[config.mk]
export PLATFORM = sky130hd
export DESIGN_NAME = rf_writeback_queue
export DESIGN_NICKNAME = d
export VERILOG_FILES = /design/src/rtl/rf_writeback_queue.sv
export SDC_FILE = /design/constraint.sdc
export NUM_CORES = 1
export LEC_CHECK = 0
export BUFFER_PORTS_ARGS = -buffer_cell sky130_fd_sc_hd__buf_2
export CORE_UTILIZATION = 51
export DETAILED_ROUTE_END_ITERATION = 16
export PLACE_DENSITY = 0.71
export RECOVER_POWER = 100
export SLEW_MARGIN = 25
export SYNTH_ARGS = -nofsm -noshare
export SYNTH_HDL_FRONTEND = slang
export SYNTH_SLANG_ARGS = --single-unit
[constraint.sdc]
create_clock -name clk -period 4.94 [get_ports clk]
set_input_delay 0.247 -clock clk [delete_from_list [all_inputs] [get_ports clk]]
set_output_delay 0.247 -clock clk [all_outputs]
set_load 0.01 [all_outputs]
[src/rtl/rf_writeback_queue.sv]
// Writeback queue in front of the register file's single write port.
// Drops x0 writes, drains one entry per cycle, and exposes a youngest-match lookup for forwarding.
module rf_writeback_queue #(
   parameter int DEPTH = 4,
   parameter int AW    = 5,
   parameter int DW    = 32
) (
   input  logic                     clk,
   input  logic                     reset,
   input  logic                     wb_valid,
   output logic                     wb_ready,
   input  logic [AW-1:0]            wb_rd,
   input  logic [DW-1:0]            wb_data,
   input  logic                     rf_ready,
   output logic                     WE3,
   output logic [AW-1:0]            A3,
   output logic [DW-1:0]            WD3,
   input  logic [AW-1:0]            look_addr,
   output logic                     look_hit,
   output logic [DW-1:0]            look_data,
   output logic [$clog2(DEPTH):0]   count,
   output logic                     empty
);

   localparam int PW = $clog2(DEPTH);
   localparam int CW = PW + 1;
   localparam logic [CW-1:0] FULL = CW'(DEPTH);

   logic [AW-1:0] rd_mem   [DEPTH];
   logic [DW-1:0] data_mem [DEPTH];
   logic [PW-1:0] head_q, tail_q;
   logic [CW-1:0] cnt_q;
   logic          push, pop, occupied;
   logic [PW-1:0] idx;

   // Handshake and drain; outputs are forced quiet while reset is held.
   always_comb begin
      occupied = !reset && (cnt_q != '0);
      wb_ready = !reset && (cnt_q < FULL);
      push     = wb_valid && wb_ready && (wb_rd != '0);
      WE3      = occupied && rf_ready;
      pop      = WE3;
      count    = reset ? '0 : cnt_q;
      empty    = (count == '0);
      A3       = '0;
      WD3      = '0;
      if (occupied) begin
         A3  = rd_mem[head_q];
         WD3 = data_mem[head_q];
      end
   end

   // Walk oldest to youngest so the last match found is the youngest writer.
   always_comb begin
      look_hit  = 1'b0;
      look_data = '0;
      idx       = '0;
      for (int i = 0; i < DEPTH; i++) begin
         idx = head_q + PW'(i);
         if (!reset && (look_addr != '0) && (CW'(i) < cnt_q) && (rd_mem[idx] == look_addr)) begin
            look_hit  = 1'b1;
            look_data = data_mem[idx];
         end
      end
   end

   always_ff @(posedge clk) begin
      if (reset) begin
         head_q <= '0;
         tail_q <= '0;
         cnt_q  <= '0;
      end else begin
         if (push) tail_q <= tail_q + PW'(1);
         if (pop)  head_q <= head_q + PW'(1);
         case ({push, pop})
            2'b10:   cnt_q <= cnt_q + CW'(1);
            2'b01:   cnt_q <= cnt_q - CW'(1);
            default: cnt_q <= cnt_q;
         endcase
      end
   end

   // Entry storage carries no reset; occupancy alone decides validity.
   always_ff @(posedge clk) begin
      if (push) begin
         rd_mem[tail_q]   <= wb_rd;
         data_mem[tail_q] <= wb_data;
      end
   end

endmodule
==> qor.yml, run 1 <==
timing:
  worst_pin_slew_ns: 3.15
  slew_viol_final: 177
  rsz0062_at_grt: "no"
  hold_viol_final: 0
  finalCriticalPeriod_ns: 4.48
  fin_crit_sh: 0.907
  clock-skew-final_ns: 0.00690
  maxSlewHeadroom: -1.10
  fmax_mhz: 223
  fin_setup_tns_ns: 0
  setup_viol: 0
synth:
  ys.flop_type: "edfxtp_1"
  synth_top_area_frac: 0.449
  synthCells: 780
  yosysMostFrequentCell: "edfxtp_1"
  synth.top_cells.by_count: "edfxtp_1, mux4_2, nand2_1"
  yosys_warnings: 0
  async_flop_share: 0
  mappedNetlistArea_mm2: 0.00991
  synthDistinctLibCells: 41
  synth.area.top_cells: "edfxtp_1, mux4_2, mux2i_1, mux2_2, o21ai_0"
  syn-num-nets: 835
  synth-seq-cells: 157
  avgSynthCellArea_um2: 12.7
  post-synth-top-area-cell: "edfxtp_1"
  synth-edff-count: 148
  yosysSeqAreaShare: 0.467
placement:
  gp_congestion: 0.826
  hpwl_mm: 14.9
  port_buffers: 121
floorplan:
  core_area_mm2: 0.0189
  die_x_um: 141
  die_h_um: 141
  std_cell_rows: 50
  io_pins: 122
  die_area_mm2: 0.0200
  start_util: 0.524
pwr:
  p_leak_nw: 3.40
  switching_power_uw: 834
  p_seq_frac: 0.452
  sw_frac_of_total: 0.244
  power_per_cell_area_mw_per_mm2: 308
  p_comb_frac: 0.150
  power_frac_clock: 0.398
  p_int_mw: 2.58
  peakVddDrop_uv: 235
  p_total_mw: 3.41
clock_tree:
  cts_buffer_depth: 2
  cts_resized: 0
  cts_max_level: 4
  cts_buffers: 17
  post-cts-setup-buffers: 0
  clock-sinks: 157
  insertion_delay_ns: 0.43
  root_buffer: "clkbuf_16"
  cts.clk_slew.worst_paths_ns: 0.06
  cts_tree: "done"
  cts_hold_buf: 0
worst_setup_path:
  start_kind: "flip-flop"
  worstReg2RegStart: "cnt_q[2]"
  r2r_cells: 4
  worstPathCellList: "mux4_2 > xnor2_1 > nand4_1 > a21oi_2 > nor2b_4 > a222oi_1 > clkbuf_1"
  crit_path_end_kind: "primary output"
  cpMaxStageDelayCell: "nor2b_4"
  arrival_ns: 4.23
  cp-startpoint: "head_q[0]"
  required_ns: 4.69
  critPathKind: "flip-flop to primary output"
  cp_max_fo: 35
  cpPeakStageDelay_ns: 0.91
detailed_routing:
  drtAntennaViolNets: 0
  viasPerCell: 6.17
  dr.pass1.iters: 8
  drc: 0
  route.vias.total: 7008
  drtIter0Drc: 617
  wl_per_cell_um: 20.7
  routed_wl_mm: 23.5
hold_path:
  min_from: "wb_data[13]"
  hp-class: "input pin to flip-flop"
  min_delay_path_depth: 1
grt:
  overflow: 0
  grt_max_degree: 111
  grt_pass1_wl_mm: 36.1
  grt_use_total: 0.240
  antenna_found_initial: 0
  grt_pass1_vias: 6643
job:
  drv_cap: 5
cells_and_area:
  areaGrowthSynthToFinish_pct: 12.1
  drive_gt1_frac: 0.222
  layout.nets: 916
status:
  status: "complete, but fails checks"
  violations: "capacitance limit, slew limit"
-- cell type report --
cell class,instances,area (um2)
fillers,1598,7790
multi-input cells,510,4770
flip-flops and latches,157,4630
repair buffers,136,603
clock buffers,17,425
well taps,260,325
clock inverters,15,196
inverters,39,146
diodes,1,2.50
-- power groups by stage --
stage	combinational [mW]	clock, mW	sequential (mW)
after floorplan	0.406	0	1.54
after global placement	0.521	0	1.57
after detailed placement	0.527	0	1.57
after CTS	0.530	1.37	1.54
after global routing	0.558	1.43	1.55
final	0.511	1.36	1.55
-- layer usage --
layer | vias to the layer above | track usage | part of all wire
met5 | - | 0 | 0
met2 | 302 | 0.394 | 0.50
met3 | 35 | 0.0405 | 0.070
met1 | 3441 | 0.322 | 0.41
li1 | 3230 | - | -
met4 | 0 | 0.0934 | 0.021
-- placed cells by master, fill, tap and decap left out, types with 2 or more instances in the layout --
| master | count |
|---|---|
| clkbuf_1 | 91 |
| mux2_2 | 33 |
| nand3_1 | 34 |
| buf_4 | 12 |
| dfxtp_4 | 2 |
| a21oi_1 | 5 |
| bufinv_16 | 4 |
| and2_0 | 23 |
| nand4_1 | 2 |
| nor3_1 | 3 |
| clkinvlp_4 | 3 |
| and2_1 | 19 |
| dfxtp_1 | 5 |
| clkbuf_16 | 17 |
| buf_2 | 32 |
| dfxtp_2 | 2 |
| mux4_2 | 76 |
| a222oi_1 | 31 |
| ha_1 | 9 |
| clkinv_4 | 3 |
| mux2i_1 | 47 |
| xor2_1 | 8 |
| nor2_1 | 15 |
| clkinv_2 | 3 |
| or3_1 | 2 |
| o21ai_0 | 65 |
| and4_1 | 2 |
| edfxtp_1 | 148 |
| inv_1 | 38 |
| nand2_1 | 68 |
| clkinv_1 | 2 |
| a211oi_1 | 35 |
| xnor2_1 | 19 |
-- logic make-up (layout without fill, tap and decap cells) --
family	after synthesis	after routing	share of synthesized area
AND/OR/NAND/NOR	174	174	0.0850
multiplexers	157	157	0.260
flip-flops	157	157	0.467
AO/OA/AOI/OAI	143	143	0.100
buffers and inverters	113	207	0.0525
XOR/XNOR	27	27	0.0239
adder cells (fa/ha/maj)	9	9	0.0114
other	0	1	0
-- registers in the layout, indices dropped and copies added (netlist names), named ones only --
name and cells:
tail_q 2, rd_mem 20, data_mem 128, head_q 2
cnt_q 3
-- stage by stage --
step	worst slack [ns]	area (um2)	hold WS, ns	instances	util
floorplan	2.35	9910	0.346	780	-
global placement	1.16	10600	0.461	1101	0.562
detailed placement	1.07	10600	0.464	1101	0.562
CTS	0.570	11200	0.0208	1133	0.595
global route	0.247	11100	0.0715	1134	0.588
finish	0.461	11100	0.0783	1135	0.588
-- worst max-delay path: cells and delay by family, from the launching register on --
family	cells	cell delay (ns)
AND/OR/NAND/NOR	2	1.09
buffers and inverters	1	0.20
AO/OA/AOI/OAI	2	1.04
flip-flops	1	0.71
XOR/XNOR	1	0.18
multiplexers	1	0.58
-- path summary, 6_finish.rpt --
path | end | slack, ns
hold / removal | data_mem[0][13] | 0.08
hold reg to reg | cnt_q[2] | 0.53
setup reg to reg | data_mem[3][19] | 1.15
setup / recovery | look_data[15] | 0.46
Power figures use the tool's default switching activity.
==> run 2: changes to the inputs <==
--- a/config.mk
+++ b/config.mk
@@ -8,7 +8,7 @@
 export BUFFER_PORTS_ARGS = -buffer_cell sky130_fd_sc_hd__buf_2
 export CORE_UTILIZATION = 51
 export DETAILED_ROUTE_END_ITERATION = 16
-export PLACE_DENSITY = 0.71
+export PLACE_DENSITY = 0.74
 export RECOVER_POWER = 100
 export SLEW_MARGIN = 25
 export SYNTH_ARGS = -nofsm -noshare
==> qor.yml, run 2 (same netlist as run 1, synthesis figures left out) <==
clock_tree:
  clock-sinks: 157  # unchanged
  cts_tree: "done"  # unchanged
  cts_resized: 0  # unchanged
  insertion_delay_ns: 0.43  # about the same
  cts_max_level: 4  # unchanged
  cts_buffers: 17  # unchanged
  cts_hold_buf: 0  # unchanged
  cts_buffer_depth: 2  # unchanged
  root_buffer: "clkbuf_16"  # unchanged
  cts.clk_slew.worst_paths_ns: 0.06  # about the same
  post-cts-setup-buffers: 0  # unchanged
detailed_routing:
  dr.pass1.iters: 8  # unchanged
  drtIter0Drc: 758  # was 617
  drtAntennaViolNets: 0  # unchanged
  drc: 0  # unchanged
  wl_per_cell_um: 20.9  # was 20.7 um
  top_layer: "met4"  # unchanged
  route.vias.total: 7030  # was 7008
  wl_met1_mm: 9.91  # was 9.67 mm
  met2_length_mm: 11.7  # about the same
  met3_length_mm: 1.72  # was 1.65 mm
  viasPerCell: 6.21  # was 6.17
  routed_wl_mm: 23.7  # was 23.5 mm
worst_setup_path:
  critPathKind: "flip-flop to primary output"  # unchanged
  cp_max_fo: 68  # was 35
  start_kind: "flip-flop"  # unchanged
  crit_path_end_kind: "primary output"  # unchanged
  arrival_ns: 3.97  # was 4.23 ns
  required_ns: 4.69  # about the same
floorplan:
  core_area_mm2: 0.0189  # unchanged
  die_area_mm2: 0.0200  # unchanged
  die_h_um: 141  # unchanged
  std_cell_rows: 50  # unchanged
  start_util: 0.524  # unchanged
  die_x_um: 141  # unchanged
  io_pins: 122  # unchanged
timing:
  fmax_mhz: 237  # was 223 MHz
  worst_pin_slew_ns: 3.08  # was 3.15 ns
  finalCriticalPeriod_ns: 4.21  # was 4.48 ns
  slew_viol_final: 106  # was 177
  maxSlewHeadroom: -1.05  # was -1.10
  setup_viol: 0  # unchanged
  rsz0062_at_grt: "no"  # unchanged
  fin_crit_sh: 0.853  # was 0.907
  hold_viol_final: 0  # unchanged
  fin_setup_tns_ns: 0  # unchanged
  clock-skew-final_ns: 0.00628  # was 0.00690 ns
pwr:
  p_comb_frac: 0.154  # was 0.150
  power_frac_clock: 0.391  # was 0.398
  p_seq_frac: 0.455  # was 0.452
  switching_power_uw: 840  # was 834 uW
  p_leak_nw: 3.37  # was 3.40 nW
  p_int_mw: 2.54  # was 2.58 mW
  sw_frac_of_total: 0.248  # was 0.244
  power_per_cell_area_mw_per_mm2: 306  # was 308 mW/mm2
  peakVddDrop_uv: 251  # was 235 uV
grt:
  overflow: 0  # unchanged
  grt_max_degree: 111  # unchanged
  grt_pass1_vias: 6795  # was 6643
  grt_pass1_wl_mm: 36.8  # was 36.1 mm
  grt_use_total: 0.244  # was 0.240
  antenna_found_initial: 0  # unchanged
cells_and_area:
  regMostFlops: "data_mem"  # unchanged
  antenna_cells: 0  # was 1
  drive_gt1_frac: 0.218  # was 0.222
  layout_common_cells: "edfxtp_1, clkbuf_1, mux4_2, nand2_1, o21ai_0"  # unchanged
  largest_reg_flops: 128  # unchanged
  layout.nets: 914  # was 916
  areaGrowthSynthToFinish_pct: 11.7  # was 12.1%
  final_common_cell: "edfxtp_1"  # unchanged
  stdcell_count: 1132  # was 1135
  reg.largest.list: "data_mem (128), rd_mem (20), cnt_q (3)"  # unchanged
hold_path:
  hp-class: "input pin to flip-flop"  # unchanged
placement:
  gp_congestion: 0.789  # was 0.826
  port_buffers: 121  # unchanged
  dpl.cell_count: 1100  # was 1101
  hpwl_mm: 14.7  # was 14.9 mm
status:
  violations: "capacitance limit, slew limit"  # unchanged
  status: "complete, but fails checks"  # unchanged
job:
  drv_cap: 4  # was 5
[run 2: cell count changes in the layout (fill, tap and decap cells not counted), sizes merged]
cell / change
clkbuf: +6
buf: -5
bufinv: -1
clkinv: -1
diode: -1
inv: -1
[run 2: metal layers]
| metal | vias up | global-route usage |
|---|---|---|
| met3 | 31 | 0.0516 |
| met5 | - | 0 |
| met4 | 0 | 0.0821 |
| met2 | 317 | 0.400 |
| li1 | 3211 | - |
| met1 | 3471 | 0.324 |
[run 2: power by group through the flow]
stage	registers [mW]	clock network [mW]	logic, mW
after floorplan	1.54	0	0.406
after global placement	1.56	0	0.525
after detailed placement	1.57	0	0.530
after CTS	1.54	1.33	0.534
after global routing	1.55	1.39	0.565
final	1.54	1.32	0.521
[run 2: cell type report]
cell class,count,area [um2]
Clock inverter,12,146
Tap cell,260,325
Inverter,39,146
Fill cell,1544,7830
Clock buffer,20,447
Timing Repair Buffer,134,576
Sequential cell,157,4630
Multi-Input combinational cell,510,4790
[run 2: metrics by stage]
step           setup slack, ns  hold WS [ns]   util  power, mW  cell area [um2]
2_1_floorplan             2.35         0.346      -       1.95             9910
3_3_place_gp              1.23         0.461  0.561       2.09            10600
3_5_place_dp              1.19         0.463  0.561       2.10            10600
4_1_cts                  0.719        0.0202  0.593       3.41            11200
5_1_grt                  0.448        0.0738  0.586       3.50            11100
6_report                 0.727        0.0772  0.586       3.38            11100
[run 2: final timing paths]
kind	from	end	slack (ns)	cells past startpoint
setup / recovery	head_q[1]	look_data[31]	0.73	8
hold / removal	wb_data[24]	data_mem[1][24]	0.08	1
setup reg to reg	cnt_q[2]	data_mem[0][0]	1.14	5
hold reg to reg	cnt_q[2]	cnt_q[2]	0.54	2
[run 2: worst max-delay path, cell delays in order, from the launching register on]
cell and delay, ns:
dfxtp_4 0.79, mux4_2 0.59, xor2_1 0.15, nor2_1 0.09
o2111a_2 0.70, buf_4 0.46, a211oi_1 0.10, a222oi_1 0.44
clkbuf_1 0.20
